`src/rtl/fetch_stage.sv`:
```
// IF stage of the 5-stage RV32I core: PCF, imem request handshake, 1-entry skid buffer,
// redirect/discard handling and the IF/ID register. Define FETCH_PERF_CNT_EN for perf counters.
module fetch_stage #(
    parameter int unsigned     XLEN      = 32,
    parameter logic [XLEN-1:0] RESET_PC  = '0,
    parameter logic [31:0]     NOP_INSTR = 32'h0000_0013
) (
    input  logic            clk,
    input  logic            reset,
    input  logic            PCSrcE,
    input  logic            PCJalSrcE,
    input  logic [XLEN-1:0] PCTargetE,
    input  logic [XLEN-1:0] ALUResultE,
    input  logic            StallD,
    input  logic            FlushD,
    output logic            imem_req,
    output logic [XLEN-1:0] imem_addr,
    input  logic            imem_ready,
    input  logic [31:0]     imem_rdata,
    output logic [XLEN-1:0] PCF,
    output logic [31:0]     InstrD,
    output logic [XLEN-1:0] PCD,
    output logic [XLEN-1:0] PCPlus4D,
`ifdef FETCH_PERF_CNT_EN
    output logic [31:0]     bubble_cnt,
    output logic [31:0]     discard_cnt,
`endif
    output logic            ValidD
);

    typedef enum logic [1:0] {
        IDLE,
        FETCH,
        DISCARD
    } fetchState_t;

    typedef struct packed {
        logic [31:0]     instr;
        logic [XLEN-1:0] pc;
        logic [XLEN-1:0] pcPlus4;
    } ifIdEntry_t;

    fetchState_t     state;
    fetchState_t     stateNext;
    logic [XLEN-1:0] pcReg;
    logic [XLEN-1:0] pcNext;
    logic [XLEN-1:0] discardAddr;
    logic [XLEN-1:0] discardAddrNext;
    ifIdEntry_t      ifId;
    ifIdEntry_t      ifIdNext;
    ifIdEntry_t      skidReg;
    ifIdEntry_t      skidNext;
    logic            ifIdValid;
    logic            ifIdValidNext;
    logic            skidFull;
    logic            skidFullNext;

    logic [XLEN-1:0] pcPlus4;
    logic [XLEN-1:0] redirectRaw;
    logic [XLEN-1:0] redirectTarget;
    logic            accept;
    logic            committed;

    assign pcPlus4        = pcReg + XLEN'(4);
    assign redirectRaw    = PCJalSrcE ? ALUResultE : PCTargetE;
    assign redirectTarget = redirectRaw & ~XLEN'(3);

    // Only FETCH consumes responses; DISCARD responses are always dropped.
    assign accept    = (state == FETCH) && !skidFull && imem_ready;
    assign committed = (state == FETCH) && !skidFull && !imem_ready;

    // State and pipeline registers.
    always_ff @(posedge clk or negedge reset) begin
        if (!reset) begin
            state         <= IDLE;
            pcReg         <= RESET_PC;
            discardAddr   <= '0;
            ifId.instr    <= NOP_INSTR;
            ifId.pc       <= '0;
            ifId.pcPlus4  <= '0;
            ifIdValid     <= 1'b0;
            skidReg       <= '0;
            skidFull      <= 1'b0;
        end else begin
            state         <= stateNext;
            pcReg         <= pcNext;
            discardAddr   <= discardAddrNext;
            ifId          <= ifIdNext;
            ifIdValid     <= ifIdValidNext;
            skidReg       <= skidNext;
            skidFull      <= skidFullNext;
        end
    end

    // Next-state, request and IF/ID update; priority redirect > FlushD > StallD > accept.
    always_comb begin
        stateNext       = state;
        pcNext          = pcReg;
        discardAddrNext = discardAddr;
        ifIdNext        = ifId;
        ifIdValidNext   = ifIdValid;
        skidNext        = skidReg;
        skidFullNext    = skidFull;
        imem_req        = 1'b0;
        imem_addr       = pcReg;

        case (state)
            IDLE: begin
                stateNext = FETCH;
            end
            FETCH: begin
                imem_req = !skidFull;
            end
            DISCARD: begin
                imem_req  = 1'b1;
                imem_addr = discardAddr;
                if (imem_ready) begin
                    stateNext = FETCH;
                end
            end
            default: begin
                stateNext = IDLE;
            end
        endcase

        if (PCSrcE) begin
            // Wrong-path data (accepted or still outstanding) never reaches IF/ID.
            pcNext         = redirectTarget;
            skidFullNext   = 1'b0;
            ifIdNext.instr = NOP_INSTR;
            ifIdValidNext  = 1'b0;
            if (committed) begin
                discardAddrNext = pcReg;
                stateNext       = DISCARD;
            end
        end else if (FlushD) begin
            // PCF holds, so a response accepted under flush is simply fetched again.
            ifIdNext.instr = NOP_INSTR;
            ifIdValidNext  = 1'b0;
        end else if (StallD) begin
            if (accept) begin
                skidNext.instr   = imem_rdata;
                skidNext.pc      = pcReg;
                skidNext.pcPlus4 = pcPlus4;
                skidFullNext     = 1'b1;
                pcNext           = pcPlus4;
            end
        end else if (skidFull) begin
            ifIdNext      = skidReg;
            ifIdValidNext = 1'b1;
            skidFullNext  = 1'b0;
        end else if (accept) begin
            ifIdNext.instr   = imem_rdata;
            ifIdNext.pc      = pcReg;
            ifIdNext.pcPlus4 = pcPlus4;
            ifIdValidNext    = 1'b1;
            pcNext           = pcPlus4;
        end else begin
            ifIdNext.instr = NOP_INSTR;
            ifIdValidNext  = 1'b0;
        end
    end

    assign PCF      = pcReg;
    assign InstrD   = ifId.instr;
    assign PCD      = ifId.pc;
    assign PCPlus4D = ifId.pcPlus4;
    assign ValidD   = ifIdValid;

`ifdef FETCH_PERF_CNT_EN
    logic bubbleLoad;
    logic dropEvent;

    assign bubbleLoad = PCSrcE || FlushD || (!StallD && !skidFull && !accept);
    assign dropEvent  = (accept && (PCSrcE || FlushD)) || ((state == DISCARD) && imem_ready);

    // Bubble and dropped-response counters, frozen while IDLE.
    always_ff @(posedge clk or negedge reset) begin
        if (!reset) begin
            bubble_cnt  <= '0;
            discard_cnt <= '0;
        end else if (state != IDLE) begin
            if (bubbleLoad) begin
                bubble_cnt <= bubble_cnt + 32'd1;
            end
            if (dropEvent) begin
                discard_cnt <= discard_cnt + 32'd1;
            end
        end
    end
`endif

endmodule

```
`config.mk`:
```
export PLATFORM = sky130hd
export DESIGN_NAME = fetch_stage
export DESIGN_NICKNAME = d
export VERILOG_FILES = /design/src/rtl/fetch_stage.sv
export SDC_FILE = /design/constraint.sdc
export NUM_CORES = 1
export LEC_CHECK = 0
export BUFFER_PORTS_ARGS = -buffer_cell sky130_fd_sc_hd__buf_2
export CAP_MARGIN = 20
export CORE_UTILIZATION = 55
export CTS_CLUSTER_DIAMETER = 100
export DETAILED_ROUTE_END_ITERATION = 10
export PLACE_DENSITY_LB_ADDON = 0.2
export SYNTH_ARGS = -nofsm -noshare
export SYNTH_HDL_FRONTEND = slang
export SYNTH_SLANG_ARGS = --single-unit
export TNS_END_PERCENT = 1
```
`constraint.sdc`:
```
create_clock -name clk -period 2.7 [get_ports clk]
set_clock_uncertainty 0.2 [all_clocks]
set_input_delay 0 -clock clk [delete_from_list [all_inputs] [get_ports clk]]
set_output_delay 0 -clock clk [all_outputs]
set_load 0.02 [all_outputs]
```
; ---- Word level (Yosys, flattened, before mapping)
; Cells that the tools add are included.
[totals]
word_cells = 60
regBits = 260
inputBits = 103
[classes]
eq_ne = 6
add_sub_neg = 1
n_reduce_logical = 12
bitwise = 3
muxes = 27
[op_table]
columns = cell, count
row1 = 32-bit two-way mux, 10
row2 = 96-bit two-way mux, 2
row3 = 64-bit two-way mux, 1
row4 = 32-bit by 3-bit adder with 32-bit output (second input constant), 1
row5 = 1-bit two-way mux, 9
row6 = 4-bit AND reduction, 2
row7 = 2-bit two-way mux, 3
row8 = 3-bit by 2-bit inequality test with 1-bit output (second input constant), 2
row9 = 2-bit one-hot mux with 3 select lines, 1
row10 = 2-bit AND reduction, 3
row11 = 1-bit logical AND, 3
row12 = 3-bit inequality test (second input constant), 1
row13 = 1-bit NOT, 3
row14 = 2-bit by 1-bit == test with 1-bit output (second input constant), 1
row15 = 2-bit == test (second input constant), 1
row16 = 1-bit logical NOT, 2
row17 = 2-bit logical NOT, 1
row18 = 2-bit inequality test (second input constant), 1
row19 = 1-bit one-hot mux with 2 select lines, 1
row20 = 2-bit nonzero test, 1

; ---- Longest topological paths before layout
; Gate-level depths: netlist of the first run.
[depth]
word_depth = 8
ltp_mapped = 9

; ---- Worst setup path after synthesis of the first run
; OpenSTA, ideal clock, no wires.
[synth_path]
path_type = register to register
from = register pcReg[3] (netlist: PCF[3])
to = register pcReg[24] (netlist: PCF[24])
path_stages_with_launch = 7
setup_slack_ns = 0.474
arrival_time_ns = 1.881
setup_time_ns = 0.145
cell_sequence = dfrtp_1 ha_1 nand4_1 nor3_1 nor3b_2 xnor2_1 mux2i_1
[synth_between]
elab_chain_len = 6
[synth_rtl]
columns = element, line_no
row1 = start: declaration, 45  ; logic [XLEN-1:0] pcReg;
row2 = start signal: assignment, 86  ; pcReg <= pcNext;
row3 = 32-bit by 3-bit adder with 32-bit output (*), 64  ; assign pcPlus4 = pcReg + XLEN'(4);
row4 = 32-bit two-way mux (*), "141, 152"
row5 = 32-bit two-way mux, 148  ; end else if (skidFull) begin
row6 = 32-bit two-way mux (*), 140  ; end else if (StallD) begin
row7 = 32-bit two-way mux (*), 136  ; end else if (FlushD) begin
row8 = 32-bit two-way mux (*), 126  ; if (PCSrcE) begin
; Every way passes the cells marked *; elsewhere a longest branch is shown, timed or not. The select of a mux whose other input is x is not followed.
; A chain may end at the register's enable or synchronous reset.

; ---- Worst setup path in the final report of the first run
[layout_path]
from = register state[1]
to = register ifId (netlist bit InstrD[17])
[layout_between]
elab_chain_len = 8
[layout_rtl]
columns = element, line_no
row1 = start: declaration, 43  ; fetchState_t state;
row2 = start signal: assignment, 85  ; state <= stateNext;
row3 = 2-bit by 1-bit == test with 1-bit output, 69  ; assign accept = (state == FETCH) && !skidFull && imem_ready;
row4 = 1-bit logical AND (2 in a row), 69
row5 = 32-bit two-way mux, 152  ; end else if (accept) begin
row6 = 96-bit two-way mux, 148
row7 = 96-bit two-way mux, 140
row8 = 32-bit two-way mux, 136
row9 = 32-bit two-way mux, 126
row10 = end signal: assignment, 88  ; ifId <= ifIdNext;
row11 = end: declaration, 49  ; ifIdEntry_t ifId;
; No other way between the ends. The select of a mux whose other input is x is not followed.

==> impl_metrics.json, run 1 <==
{
  "status": "complete, no violations",
  "core_area_mm2": 0.0213,
  "fin_crit_sh_pct": 94.6,
  "maxCapViolCount": 0,
  "ys_ff_latch": 248,
  "ys_warn_count": 0,
  "gp_congestion": 0.844,
  "drc_errors": 0,
  "synthDistinctLibCells": 52,
  "clk_pin_slew_ns": 0.06,
  "fin_area_mm2": 0.0156,
  "final-hold-violation-count": 0,
  "power_density_mw_per_mm2": 910,
  "startpoint_type": "flop",
  "rows": 53,
  "switching_share_pct": 35.2,
  "initial_utilization_pct": 56.9,
  "holdCritPathClass": "input port to flop",
  "synthArstFlopShare_pct": 100,
  "layout.nets": 1543,
  "syn-cell-area_mm2": 0.0121,
  "cts_sinks": 248,
  "htree_levels": 1,
  "yosysSeqAreaShare_pct": 51.2,
  "crit_path_max_fanout": 29,
  "fmax_mhz": 392,
  "cp.arrival_ns": 2.71,
  "cts_buffer_depth": 3,
  "slew_headroom_pct": 54.8,
  "first_pass_iters": 5,
  "insertion_delay_ns": 0.53,
  "setup_tns_ns": 0,
  "worstMarginPinSlew_ns": 0.678,
  "p_int_mw": 9.18,
  "drt_iter0_markers": 578,
  "whs_path_depth": 3,
  "p_seq_share_pct": 42.2,
  "synth.area.top_cells": "dfrtp_1 (51%), mux2_2 (11%), mux2i_1 (6.8%)",
  "power.share.clock_pct": 24.0,
  "gr-total-overflow": 0,
  "pwr-share-comb_pct": 33.8,
  "drt-vias-per-instance": 5.71,
  "die_w_um": 150,
  "end_kind": "flop",
  "yosys_most_used_dff": "dfrtp_1",
  "synth_edf_count": 0,
  "grt_pass1_vias": 9930,
  "wl_per_cell_um": 19.3,
  "dp_hpwl_mm": 20.9,
  "diodes": 0,
  "syn_inst": 1106,
  "synth_top_area_share_pct": 50.6,
  "switchingPower_mw": 5.00,
  "cts_tree": "yes",
  "setup_viol": 0,
  "antenna_found_initial": 0,
  "critPathRequiredTime_ns": 2.85,
  "rsz0062_at_grt": "no",
  "criticalPathCategory": "flop to flop",
  "layout-drive-gt1-share_pct": 33.3,
  "detail-route-antenna-nets": 0,
  "root_buffer": "clkbuf_16",
  "portBuffers": 252,
  "synth_top_area_cell": "dfrtp_1",
  "grt_max_degree": 96,
  "ios": 265,
  "syn_area_per_cell_um2": 11.0,
  "area_growth_pct": 28.5,
  "numCtsBuffers": 26,
  "die_area_mm2": 0.0226,
  "die_y_um": 150,
  "grt_usage_pct": 29.6,
  "drv_slew": 0,
  "r2r_cells": 6,
  "period_minus_slack_ns": 2.55,
  "drt_wl_total_mm": 33.2,
  "dpl_cell_area_mm2": 0.0137,
  "vdd_drop_max_uv": 736,
  "timing.hold.ws_ns": 0.0536,
  "p_leak_nw": 7.12,
  "vias": 9844,
  "grt_pass1_wl_mm": 52.4
}
## Yosys cell counts, drive strengths merged (14+ instances only)
cell type  instances
a21oi             24
buf               68
xor2              31
xnor2             24
mux2i             82
dfrtp            245
a221oi            29
o21ai             84
clkbuf            46
mux2             123
nand4             14
a2111oi           29
nor3              15
nand3             36
nand2            113
inv               39
nor2              31
## routing by layer
layer  wire [µm]  GRT usage, %  up-vias
met5          50          1.82        -
met4         867          8.74        2
met3        2160          5.33       75
met2       16200          49.4      361
met1       13900          39.4     4855
li1            -             -     4551
## critical path, stage by stage (launching register included)
cell       delay [ns]
dfrtp_1          0.41
inv_1            0.11
ha_2             0.26
and3_1           0.24
buf_4            0.35
a221oi_1         0.18
a2111oi_0        0.61
## what timing repair did
| item | in CTS | in global routing |
|---|---|---|
| endpoints found under the hold margin | 365 | 0 |
| hold buffers | 105 | 0 |
| gates resized for setup | 0 | 1 |
| setup buffers | 0 | 0 |
| setup endpoints to repair | 0 | 3 |
## stage by stage
step           cells  setup slack (ns)  util (%)  power [mW]
6_report        1724             0.146      73.2        14.2
2_1_floorplan   1113             0.474         -        8.97
3_3_place_gp    1576             0.370      64.5        10.4
4_1_cts         1724             0.143      73.2        14.2
5_1_grt         1724           0.00571      73.2        15.0
3_5_place_dp    1576             0.297      64.5        10.6
## sequential cells by signal, summed over array words and instances, names as in the netlist
signal and count:
discardAddr 30, PCF 30, skidReg 92, state 2, ValidD 1, PCD 30
PCPlus4D 30, InstrD 32, skidFull 1
## power by group through the flow
stage	logic, mW	clock network [mW]	registers (mW)
after CTS	4.79	3.44	5.96
after global routing	5.21	3.60	6.15
after global placement	4.50	0	5.92
final	4.79	3.40	5.98
after detailed placement	4.63	0	6.01
after floorplan	2.55	0	6.42
## cell families after synthesis
| logic type | Yosys count | share of synthesized area (%) |
|---|---|---|
| buf+inv | 153 | 5.66 |
| simple gates | 244 | 9.95 |
| compound gates | 194 | 10.3 |
| flops | 248 | 51.2 |
| mux | 205 | 18.2 |
| fa+ha+maj | 6 | 0.619 |
| other cells | 1 | 0.0309 |
| xor+xnor | 55 | 3.97 |
## path summary, 6_finish.rpt
check / from / to / slack (ns)
min reg2reg: PCPlus4D[4] / PCPlus4D[4] / 0.27
min: imem_rdata[21] / skidReg[85] / 0.05
max: state[1] / InstrD[17] / 0.15
min in group asynchronous: reset / skidReg[34] / 0.39
max reg2reg: state[1] / InstrD[17] / 0.15
max in group asynchronous: reset / InstrD[7] / 1.05
## area by class of cell
class | count | area [µm²]
clock buffer | 40 | 785
clock inverter | 3 | 15.0
fill | 1447 | 5710
inverter | 39 | 146
multi-input combinational | 712 | 5290
sequential | 248 | 6210
tap | 275 | 344
timing repair buffer | 407 | 2790
## layout by cell type (no fill, tap or decap), drive strengths merged, types with 2 or more instances in the layout
| master | count |
|---|---|
| xnor2 | 24 |
| mux2 | 123 |
| nand2 | 113 |
| nor3 | 15 |
| dlygate4sd3 | 105 |
| o211ai | 11 |
| a2111oi | 29 |
| inv | 39 |
| clkinv | 3 |
| or4 | 2 |
| or3 | 2 |
| o21ai | 84 |
| xor2 | 31 |
| and3 | 8 |
| and2 | 2 |
| mux2i | 82 |
| dfrtp | 245 |
| nand4 | 14 |
| clkbuf | 40 |
| nor2b | 2 |
| o22ai | 9 |
| buf | 302 |
| and4 | 2 |
| a221oi | 29 |
| a21oi | 24 |
| nor2 | 31 |
| conb | 8 |
| dfstp | 3 |
| ha | 6 |
| a211oi | 3 |
| nor4 | 13 |
| nand3 | 36 |
Note: power is estimated with default switching activity, not from simulation.
==> run 2, diff against run 1 <==
==> constraint.sdc (replaced) <==
create_clock -name clk -period 2.7 [get_ports clk]
set_clock_uncertainty 0.2 [all_clocks]
set_input_delay 0 -clock clk [delete_from_list [all_inputs] [get_ports clk]]
set_output_delay 0 -clock clk [all_outputs]
set_load 0.01 [all_outputs]
==> impl_metrics.json, run 2 (same netlist as run 1, synthesis figures left out) <==
{
  "status": "complete, no violations",
  "cp.arrival_ns": 2.73,
  "slew_headroom_pct": 55.2,
  "area_growth_pct": 29.8,
  "worst_path_largest_cell_delay_ns": 0.57,
  "grt_usage_pct": 30.0,
  "switchingPower_mw": 4.53,
  "slowest_stage": "dlygate4sd3_1",
  "power.share.clock_pct": 27.5,
  "initial_utilization_pct": 56.9,
  "root_buffer": "clkbuf_16",
  "end_kind": "flop",
  "gr-total-overflow": 0,
  "rows": 53,
  "drv_slew": 0,
  "die_y_um": 150,
  "first_pass_iters": 5,
  "largest_reg_flops": 92,
  "drt_wl_total_mm": 33.3,
  "ios": 265,
  "final-hold-violation-count": 0,
  "utilization_pct": 73.9,
  "crit_buf_inv": 3,
  "htree_levels": 1,
  "insertion_delay_ns": 0.53,
  "fin_crit_sh_pct": 93.4,
  "seq_area_mm2": 0.00621,
  "core_area_mm2": 0.0213,
  "dp_hpwl_mm": 21.0,
  "fmax_mhz": 397,
  "pwr-share-comb_pct": 30.1,
  "die_area_mm2": 0.0226,
  "p_int_mw": 9.57,
  "fillCellCount": 1475,
  "cts_sinks": 248,
  "p_leak_nw": 7.20,
  "grt_max_degree": 97,
  "cts_tree": "yes",
  "layout.nets": 1544,
  "detail-route-antenna-nets": 0,
  "place_inst": 1573,
  "portBuffers": 252,
  "startpoint_type": "flop",
  "crit_path_max_fanout": 7,
  "holdCritPathClass": "input port to flop",
  "drt-vias-per-instance": 5.73,
  "switching_share_pct": 32.1,
  "setup_viol": 0,
  "worstMarginPinSlew_ns": 0.655,
  "diodes": 0,
  "multi_input_area_mm2": 0.00529,
  "rsz0062_at_grt": "no",
  "die_w_um": 150,
  "drc_errors": 0,
  "clk_pin_slew_ns": 0.06,
  "vdd_drop_max_uv": 578,
  "critPathTopFamily": "buffers and inverters",
  "wl_per_cell_um": 19.2,
  "drt_iter0_markers": 637,
  "layout_common_cells": "buf_2 (251), dfrtp_1 (244), mux2_2 (123)",
  "antenna_found_initial": 0,
  "grt_pass1_vias": 10000,
  "power_density_mw_per_mm2": 896,
  "layout.cells.most_common": "buf_2",
  "setup_tns_ns": 0,
  "regMostFlops": "skidReg",
  "criticalPathCategory": "flop to flop",
  "crit_path_cell_trace": "inv_1, ha_2, nor4bb_2, buf_4, nand2_1, xor2_1, mux2i_1, dlygate4sd3_1",
  "vias": 9912,
  "period_minus_slack_ns": 2.52,
  "critPathRequiredTime_ns": 2.91,
  "numCtsBuffers": 27,
  "maxCapViolCount": 0,
  "gp_congestion": 0.854,
  "final_cells": 1730,
  "grt_pass1_wl_mm": 52.9,
  "p_seq_share_pct": 42.4,
  "layout-drive-gt1-share_pct": 34.0,
  "cts_buffer_depth": 3
}
run 2: changes by cell type in the layout (fill, tap and decap cells not counted):
cell        previous run  this run
clkinv_2               3         8
buf_4                 43        42
clkinvlp_4             0         2
buf_12                 7         8
clkbuf_1               7         2
bufinv_16              0         4
run 2: per-stage QoR:
| stage | total power [mW] | area (µm²) | worst slack [ns] | hold slack (ns) |
|---|---|---|---|---|
| after CTS | 14.1 | 15700 | 0.0795 | 0.0419 |
| after detailed placement | 10.1 | 13700 | 0.300 | -0.148 |
| final | 14.1 | 15700 | 0.178 | 0.0483 |
| after global placement | 9.88 | 13700 | 0.398 | -0.148 |
| after floorplan | 8.44 | 12100 | 0.474 | -0.496 |
| after global routing | 14.9 | 15700 | 0.0484 | 0.0637 |
run 2: tightest hold or removal path: stages:
cell	delay (ns)
dlygate4sd3_1	0.51
buf_2	0.10
mux2_2	0.13
run 2: layer usage:
metal	up-vias	GRT usage, %	routed length, µm
li1	4568	-	-
met5	-	0	0
met2	388	49.1	16100
met3	79	5.82	2450
met4	0	10.6	975
met1	4877	39.6	13800
run 2: path summary, 6_finish.rpt:
path,from,end,slack [ns],depth (start not counted)
worst min-delay path,imem_rdata[17],skidReg[81],0.05,3
min in group asynchronous,reset,PCD[6],0.41,3
worst max register to register,state[1],PCF[4],0.18,8
worst min register to register,PCD[21],PCD[21],0.28,2
max in group asynchronous,reset,InstrD[1],1.05,4
worst max-delay path,state[1],PCF[4],0.18,8
run 2: area by class of cell:
type | count | share of cell area, %
Sequential cell | 248 | 39.5
Multi-Input combinational cell | 712 | 33.6
Timing Repair Buffer | 407 | 17.8
Clock buffer | 35 | 4.87
Tap cell | 275 | 2.19
Clock inverter | 14 | 1.11
Inverter | 39 | 0.930
run 2: timing repair:
action,in CTS,in global routing
endpoints found under the setup margin,0,1
hold buffers,105,0
endpoints found under the hold margin,364,0
setup buffers,0,3
gates resized for setup,0,1
run 2: power by group through the flow:
stage               logic (mW)  registers, mW  clock network [mW]
finish                    4.25           5.98                3.88
global route              4.68           6.15                4.07
CTS                       4.23           5.96                3.92
detailed placement        4.07           6.01                   0
global placement          3.95           5.93                   0
floorplan                 2.42           6.02                   0
==> run 3, diff against run 2 <==
==> constraint.sdc (replaced) <==
create_clock -name clk -period 2.7 [get_ports clk]
set_clock_uncertainty 0.2 [all_clocks]
set_input_delay 0.135 -clock clk [delete_from_list [all_inputs] [get_ports clk]]
set_output_delay 0.135 -clock clk [all_outputs]
set_load 0.01 [all_outputs]
==> impl_metrics.json, run 3 (same netlist as run 1, synthesis figures left out) <==
{
  "die_w_um": 150,
  "fillCellCount": 1498,
  "dp_hpwl_mm": 21.3,
  "switching_share_pct": 32.7,
  "final-hold-violation-count": 12,
  "wl_per_cell_um": 19.2,
  "drt_iter0_markers": 616,
  "core_area_mm2": 0.0213,
  "timing.hold.ws_ns": -0.0310,
  "first_pass_iters": 6,
  "switchingPower_mw": 4.48,
  "status": "complete, but fails checks",
  "die_y_um": 150,
  "fmax_mhz": 390,
  "crit_path_max_fanout": 29,
  "area_growth_pct": 28.5,
  "failed_checks": "hold timing",
  "drc_errors": 0,
  "cp.arrival_ns": 2.72,
  "worstMarginPinSlew_ns": 0.642,
  "portBuffers": 252,
  "period_minus_slack_ns": 2.56,
  "rows": 53,
  "pwr-share-comb_pct": 30.7,
  "gr-total-overflow": 0,
  "clk_pin_slew_ns": 0.06,
  "slowest_stage": "a2111oi_0",
  "diodes": 0,
  "detail-route-antenna-nets": 0,
  "p_leak_nw": 7.13,
  "grt_pass1_wl_mm": 52.5,
  "critPathRequiredTime_ns": 2.86,
  "finalPower_mw": 13.7,
  "initial_utilization_pct": 56.9,
  "criticalPathCategory": "flop to flop",
  "gp_congestion": 0.857,
  "p_seq_share_pct": 43.8,
  "power_density_mw_per_mm2": 880,
  "drv_slew": 0,
  "grt_usage_pct": 29.7,
  "worst_path_largest_cell_delay_ns": 0.57,
  "largest_reg_flops": 92,
  "ios": 265,
  "crit_start": "state[1]",
  "grt_max_degree": 96,
  "crit_path_cell_trace": "inv_1, ha_1, and3_1, buf_4, a221oi_1, a2111oi_0",
  "root_buffer": "clkbuf_16",
  "layout.nets": 1543,
  "rsz0062_at_grt": "no",
  "regMostFlops": "skidReg",
  "layout_common_cells": "buf_2 (251), dfrtp_1 (244), mux2_2 (123)",
  "post_cts_buffers": 0,
  "maxCapViolCount": 0,
  "setup_viol": 0,
  "end_kind": "flop",
  "drt_wl_total_mm": 33.2,
  "htree_levels": 1,
  "vdd_drop_max_uv": 636,
  "layout.cells.most_common": "buf_2",
  "r2r-end": "InstrD[23]",
  "numCtsBuffers": 27,
  "r2r_cells": 6,
  "insertion_delay_ns": 0.53,
  "r2r_start": "state[1]",
  "cts_buffer_depth": 3,
  "p_int_mw": 9.22,
  "slew_headroom_pct": 57.2,
  "grt_pass1_vias": 9815,
  "fin_crit_sh_pct": 94.9,
  "cts_sinks": 248,
  "layout-drive-gt1-share_pct": 33.5,
  "vias": 9883,
  "holdCritPathClass": "input port to asynchronous set/reset pin",
  "power.share.clock_pct": 25.5,
  "startpoint_type": "flop",
  "cts_tree": "yes",
  "antenna_found_initial": 0,
  "die_area_mm2": 0.0226,
  "drt-vias-per-instance": 5.72,
  "reg2reg_slack_ns": 0.14,
  "setup_tns_ns": 0
}
## run 3: power groups by stage
| stage | clock network [mW] | registers [mW] | logic [mW] |
|---|---|---|---|
| after floorplan | 0 | 6.02 | 2.42 |
| after global placement | 0 | 5.93 | 3.94 |
| after detailed placement | 0 | 6.03 | 4.07 |
| after CTS | 3.54 | 5.98 | 4.21 |
| after global routing | 3.69 | 6.16 | 4.64 |
| final | 3.50 | 6.00 | 4.21 |
## run 3: worst max path at each step
| stage | to |
|---|---|
| 2_1_floorplan | PCPlus4D[27] |
| 3_3_place_gp | PCPlus4D[20] |
| 3_5_place_dp | InstrD[9] |
| 4_1_cts | PCPlus4D[20] |
| 5_1_grt | InstrD[23] |
| 6_report | InstrD[23] |
## run 3: layout make-up
cell class | count | area [µm²] | area share, %
repair buffers | 406 | 2760 | 17.7
clock inverters | 5 | 50.0 | 0.321
well taps | 275 | 344 | 2.21
inverters | 39 | 146 | 0.940
clock buffers | 42 | 772 | 4.96
multi-input cells | 712 | 5290 | 33.9
flip-flops and latches | 248 | 6210 | 39.9
## run 3: per-layer routing
layer	routed length, µm	up-vias	GRT usage [%]
li1	-	4567	-
met1	13900	4835	40.2
met2	15900	402	47.9
met3	2350	79	6.09
met4	1000	0	9.60
met5	0	-	0
## run 3: through the flow
step	setup slack (ns)	utilization, %	area (µm²)	cells
detailed placement	0.202	64.7	13800	1581
floorplan	0.474	-	12100	1113
finish	0.136	73.2	15600	1727
CTS	0.225	73.2	15600	1727
global placement	0.306	64.7	13800	1581
global route	0.00704	73.2	15600	1727
## run 3: critical path, delay by kind of cell, from the launching register on
kind	cells	cell delay, ns
AO/OA/AOI/OAI	2	0.72
buffers and inverters	2	0.48
AND/OR/NAND/NOR	1	0.27
flip-flops	1	0.42
adder cells (fa/ha/maj)	1	0.29
## run 3: what timing repair did
item | CTS | global route
gates resized for setup | 0 | 0
hold endpoints to repair | 345 | 0
hold buffers | 99 | 0
